### src/rtl/xp1_eval_arbiter.sv
// xp1_eval_arbiter: round-robin sharing of one fixed-latency 5xp1 evaluator
// among NUM_REQ requesters. Each issue carries a requester tag down a shift
// pipeline aligned with the evaluator, so every result lands in its owner's
// response register. Each requester has at most one operation in flight or held.
module xp1_eval_arbiter #(
   parameter int unsigned NUM_REQ = 4,
   parameter int unsigned LAT     = 3
) (
   input  logic                  clk,
   input  logic                  rst_n,
   input  logic [NUM_REQ-1:0]    req_valid,
   output logic [NUM_REQ-1:0]    req_ready,
   input  logic [7*NUM_REQ-1:0]  req_data,
   output logic [6:0]            ev_in,
   output logic                  ev_in_valid,
   input  logic [9:0]            ev_out,
   output logic [NUM_REQ-1:0]    rsp_valid,
   output logic [10*NUM_REQ-1:0] rsp_data,
   input  logic [NUM_REQ-1:0]    rsp_ready,
   output logic                  busy
);

   localparam int unsigned IW = $clog2(NUM_REQ);

   typedef enum logic [1:0] {
      ST_IDLE,
      ST_INFLIGHT,
      ST_HOLD
   } state_t;

   state_t               r_state     [NUM_REQ];
   state_t               w_state_nxt [NUM_REQ];
   logic                 w_busy_nxt;
   logic [IW-1:0]        r_rr;
   logic [IW-1:0]        w_rr_nxt;
   logic [NUM_REQ-1:0]   w_elig;
   logic [NUM_REQ-1:0]   w_grant_oh;
   logic                 w_grant_vld;
   logic [IW-1:0]        w_grant_idx;
   logic [IW:0]          w_sum;
   logic [NUM_REQ-1:0]   w_ret;
   logic [LAT:0]         r_tag_v;
   logic [LAT:0][IW-1:0] r_tag_idx;
   logic [6:0]           r_ev_in;
   logic                 r_ev_in_valid;
   logic [NUM_REQ-1:0]   r_rsp_valid;
   logic [10*NUM_REQ-1:0] r_rsp_data;
   logic                 r_busy;

   // Eligibility: idle requesters with a valid operand. Gated by rst_n so
   // req_ready is zero for the whole time reset is asserted.
   always_comb begin
      w_elig = '0;
      for (int unsigned i = 0; i < NUM_REQ; i++) begin
         w_elig[i] = rst_n && req_valid[i] && (r_state[i] == ST_IDLE);
      end
   end

   // Round-robin pick: first eligible requester at or after the pointer.
   always_comb begin
      w_grant_oh  = '0;
      w_grant_vld = 1'b0;
      w_grant_idx = '0;
      w_sum       = '0;
      for (int unsigned k = 0; k < NUM_REQ; k++) begin
         w_sum = {1'b0, r_rr} + (IW+1)'(k);
         if (w_sum >= (IW+1)'(NUM_REQ)) begin
            w_sum = w_sum - (IW+1)'(NUM_REQ);
         end
         if (!w_grant_vld && w_elig[w_sum[IW-1:0]]) begin
            w_grant_vld = 1'b1;
            w_grant_idx = w_sum[IW-1:0];
         end
      end
      if (w_grant_vld) begin
         w_grant_oh[w_grant_idx] = 1'b1;
      end
      w_rr_nxt = (w_grant_idx == IW'(NUM_REQ-1)) ? '0 : w_grant_idx + 1'b1;
   end

   // Decode the tag leaving the pipeline into a per-requester return strobe.
   always_comb begin
      w_ret = '0;
      if (r_tag_v[LAT]) begin
         w_ret[r_tag_idx[LAT]] = 1'b1;
      end
   end

   // Per-requester next state; busy is registered from the next state so it
   // tracks the state registers cycle for cycle.
   always_comb begin
      w_busy_nxt = 1'b0;
      for (int unsigned i = 0; i < NUM_REQ; i++) begin
         w_state_nxt[i] = r_state[i];
         case (r_state[i])
            ST_IDLE:     if (w_grant_oh[i]) w_state_nxt[i] = ST_INFLIGHT;
            ST_INFLIGHT: if (w_ret[i])      w_state_nxt[i] = ST_HOLD;
            ST_HOLD:     if (rsp_ready[i])  w_state_nxt[i] = ST_IDLE;
            default:                        w_state_nxt[i] = ST_IDLE;
         endcase
         if (w_state_nxt[i] != ST_IDLE) begin
            w_busy_nxt = 1'b1;
         end
      end
   end

   // Requester FSMs with their registered rsp_valid and the busy flag.
   always_ff @(posedge clk or negedge rst_n) begin
      if (!rst_n) begin
         for (int unsigned i = 0; i < NUM_REQ; i++) begin
            r_state[i] <= ST_IDLE;
         end
         r_rsp_valid <= '0;
         r_busy      <= 1'b0;
      end else begin
         for (int unsigned i = 0; i < NUM_REQ; i++) begin
            r_state[i]     <= w_state_nxt[i];
            r_rsp_valid[i] <= (w_state_nxt[i] == ST_HOLD);
         end
         r_busy <= w_busy_nxt;
      end
   end

   // Issue register toward the evaluator and round-robin pointer advance.
   always_ff @(posedge clk or negedge rst_n) begin
      if (!rst_n) begin
         r_ev_in       <= '0;
         r_ev_in_valid <= 1'b0;
         r_rr          <= '0;
      end else begin
         r_ev_in_valid <= w_grant_vld;
         if (w_grant_vld) begin
            r_ev_in <= req_data[7*w_grant_idx +: 7];
            r_rr    <= w_rr_nxt;
         end
      end
   end

   // Tag pipeline: stage 0 sits beside ev_in, stage LAT beside ev_out.
   always_ff @(posedge clk or negedge rst_n) begin
      if (!rst_n) begin
         r_tag_v   <= '0;
         r_tag_idx <= '0;
      end else begin
         r_tag_v   <= {r_tag_v[LAT-1:0], w_grant_vld};
         r_tag_idx <= {r_tag_idx[LAT-1:0], w_grant_idx};
      end
   end

   // Capture a returning result into its owner's response register.
   always_ff @(posedge clk or negedge rst_n) begin
      if (!rst_n) begin
         r_rsp_data <= '0;
      end else if (r_tag_v[LAT]) begin
         r_rsp_data[10*r_tag_idx[LAT] +: 10] <= ev_out;
      end
   end

   assign req_ready   = w_grant_oh;
   assign ev_in       = r_ev_in;
   assign ev_in_valid = r_ev_in_valid;
   assign rsp_valid   = r_rsp_valid;
   assign rsp_data    = r_rsp_data;
   assign busy        = r_busy;

endmodule

### config.mk
export PLATFORM = sky130hd
export DESIGN_NAME = xp1_eval_arbiter
export DESIGN_NICKNAME = d
export VERILOG_FILES = /design/src/rtl/xp1_eval_arbiter.sv
export SDC_FILE = /design/constraint.sdc
export NUM_CORES = 1
export LEC_CHECK = 0
export CORE_MARGIN = 3
export CORE_UTILIZATION = 53
export CTS_BUF_LIST = sky130_fd_sc_hd__clkbuf_8
export CTS_CLUSTER_SIZE = 28
export DETAILED_ROUTE_END_ITERATION = 8
export GPL_ROUTABILITY_DRIVEN = 0
export PLACE_DENSITY = 0.95
export SYNTH_ARGS = -nofsm -noshare
export SYNTH_HDL_FRONTEND = slang
export SYNTH_SLANG_ARGS = --single-unit
### constraint.sdc
create_clock -name clk -period 8.4 [get_ports clk]
set_input_delay 1.26 -clock clk [delete_from_list [all_inputs] [get_ports clk]]
set_output_delay 1.26 -clock clk [all_outputs]
set_load 0.05 [all_outputs]
==> flow_summary.toml <==
[critical_path]
crit_buf_inv = 3
critPathArrivalTime_ns = 4.09
worst_path_most_repeated_cell = "clkdlybuf4s50_1"
crit_path_start_kind = "input port"
crit_chain = "clkdlybuf4s50_1 > nand4bb_1 > mux2_4 > o211ai_4 > inv_2 > ha_1 > and2_1 > clkdlybuf4s50_1"
worstSetupEndpointType = "output pin"
endpoint = "req_ready[1]"
required_ns = 7.14
path_delay_family = "buffers and inverters"
cp_slowest_cell = "clkdlybuf4s50_1"
r2r_setup_slack_ns = 4.97
critPathKind = "in2out"
critPathLaunch = "req_valid[2]"
ff2ff_path_depth = 7
path_depth = 8
crit_fanout = 17
critPathMaxStageDelay_ns = 0.70
reg2reg_to = "rsp_data[17]"
r2r-start = "r_tag_idx[6]"

[sta]
setup_viol = 0
max-slew-margin-rel_pct = 40.0
setup_tns_ns = 0
fmax_mhz = 187
setup_ws_ns = 3.05
hold_violations = 0
report.final.slew_viol_count = 0
rsz0062_at_grt = "no"
finalCritPeriodShare_pct = 63.6
fin_skew_ns = 0.00907
worstMarginPinSlew_ns = 0.892
fin_crit_ns = 5.35

[yosys]
synth_warnings = 0
synth.area.top_cells = "dfrtp_1, mux2i_1, a22o_1, mux2_2, ha_1"
yosysTopAreaCell = "dfrtp_1"
yosysMostFrequentCell = "dfrtp_1"
syn_nets = 380
syn-mean-instance-area_um2 = 11.1
ys.flop_type = "dfrtp_1"
synth-edff-count = 0
synth_seq_cells = 74
synth.cell_area_um2 = 3580
synth.top_cell.area_share_pct = 51.7
netlist_instances = 323
seq_area_frac_synth_pct = 51.7
synth_cell_types = 52
async_flop_share_pct = 100
ys_top_cells_by_count = "dfrtp_1, nor2_1, mux2i_1, nand2_1, a22o_1"

[finish]
fillers = 438
postLayoutCoreUtil_pct = 74.8
num_antenna_cells = 0
final_nets = 480
drive_gt1_share_pct = 8.64
area_growth_pct = 34.7

[pwr]
max-vdd-ir-drop_mv = 0.225
p_leak_nw = 2.07
total_power_w = 0.00200
power-per-cell-area_nw_per_um2 = 415

[clock_tree]
cts_sinks = 74
clock_latency_ns = 0.34
holdBufCountCts = 0
post-cts-setup-buffer-count = 0
cts_root_buf = "clkbuf_8"
clk_pin_slew_ns = 0.07
clk_path_buf_depth = 2
numCtsBuffers = 9
postCtsResizedCells = 0
cts_tree = "yes"
h-tree-depth = 3

[route]
post_drt_wl_per_cell_um = 17.9
drt_wl_total_um = 9030
top_layer = "met4"
met3_length_um = 821
drt_iter0_drc = 224
num_vias = 3032
drt_first_pass_iters = 5
wl_met2_um = 4460
ant_nets = 0
drc = 0
wl_met1_um = 3590
viasPerCell = 6.00

[floorplan]
initial_utilization_pct = 55.5
die_h_um = 88.2
pin_count = 105
rows = 29
coreArea_um2 = 6460
dieArea_um2 = 7780
dieWidth_um = 88.2

[global_routing]
antenna_found_initial = 0
grt_pass1_wl_um = 14700
grt_overflow = 0
grt_pass1_vias = 3023
grt_max_degree = 75
grtUsageTotal_pct = 24.4

[min_path]
hold_path_class = "reg2reg"

[run_status]
outcome = "completed"

[placement]
dp_hpwl_um = 6700
port_buffers = 104
place_ws_ns = 3.06

[job]
max_cap_viol_count = 0
-- cell type report --
class	instances	area, um2	area share, %
Clock buffer	10	138	2.85
Clock inverter	6	42.5	0.881
Inverter	9	33.8	0.700
Multi-Input combinational cell	224	1620	33.6
Sequential cell	74	1850	38.4
Tap cell	77	96.3	2.00
Timing Repair Buffer	105	1050	21.7
-- registers in the layout (all words and copies together), names as in the netlist --
register / count
busy: 1
r_rr: 2
r_tag_idx: 8
ev_in: 7
rsp_data: 40
r_state: 8
r_tag_v: 4
rsp_valid: 4
-- placed cells by master (no fill, tap or decap), types with 3 or more instances in the layout --
| cell | instances |
|---|---|
| nand3_1 | 6 |
| inv_1 | 7 |
| a22oi_1 | 3 |
| nor2b_1 | 6 |
| o21ai_1 | 3 |
| a221oi_1 | 6 |
| a21o_1 | 3 |
| nor3b_1 | 4 |
| mux2i_1 | 21 |
| nand4bb_1 | 4 |
| a21oi_1 | 16 |
| o41ai_1 | 3 |
| nand2_1 | 20 |
| nand2b_1 | 4 |
| nor2_1 | 27 |
| and2_1 | 8 |
| nor3_1 | 5 |
| o22ai_1 | 5 |
| o21ai_0 | 12 |
| clkinvlp_4 | 4 |
| mux2_2 | 11 |
| dfrtp_1 | 74 |
| clkbuf_8 | 10 |
| clkdlybuf4s50_1 | 103 |
| a22o_1 | 17 |
| a32oi_1 | 5 |
| ha_1 | 9 |
-- metal layers --
| metal | vias to the layer above | GRT usage, % |
|---|---|---|
| li1 | 1401 | - |
| met1 | 1446 | 30.9 |
| met2 | 164 | 40.4 |
| met3 | 21 | 7.73 |
| met4 | 0 | 7.14 |
| met5 | - | 0 |
-- through the flow --
stage | hold WS (ns) | std cells | cell area [um2]
floorplan | 0.331 | 323 | 3580
CTS | 0.354 | 505 | 4830
finish | 0.352 | 505 | 4830
global route | 0.361 | 505 | 4830
global placement | 0.331 | 489 | 4650
detailed placement | 0.336 | 489 | 4650
-- worst min path at each step --
stage,startpoint,end,slack (ns),depth (start not counted)
6_report,r_tag_idx[5],r_tag_idx[7],0.35,0
3_5_place_dp,r_tag_idx[5],r_tag_idx[7],0.34,0
4_1_cts,r_tag_idx[5],r_tag_idx[7],0.35,0
3_3_place_gp,r_tag_idx[2],r_tag_idx[4],0.33,0
5_1_grt,r_tag_idx[5],r_tag_idx[7],0.36,0
2_1_floorplan,r_tag_idx[0],r_tag_idx[2],0.33,0
-- cell families after synthesis --
family | count (synthesis) | synth area share, %
buffers and inverters | 25 | 3.11
DFF | 74 | 51.7
adders and majority gates | 9 | 3.14
muxes | 33 | 9.74
AOI/OAI and AO/OA | 89 | 18.5
and+or+nand+nor | 93 | 13.9
-- power breakdown --
| group | switching, W | leakage, nW | total [W] | internal (W) |
|---|---|---|---|---|
| Combinational | 0.000745 | 1.04 | 0.00116 | 0.000414 |
| Clock | 0.000131 | 0.0823 | 0.000246 | 0.000115 |
| Sequential | 0.000105 | 0.950 | 0.000600 | 0.000495 |
| Total | 0.000981 | 2.07 | 0.00200 | 0.00102 |
Power figures use the tool's default switching activity.
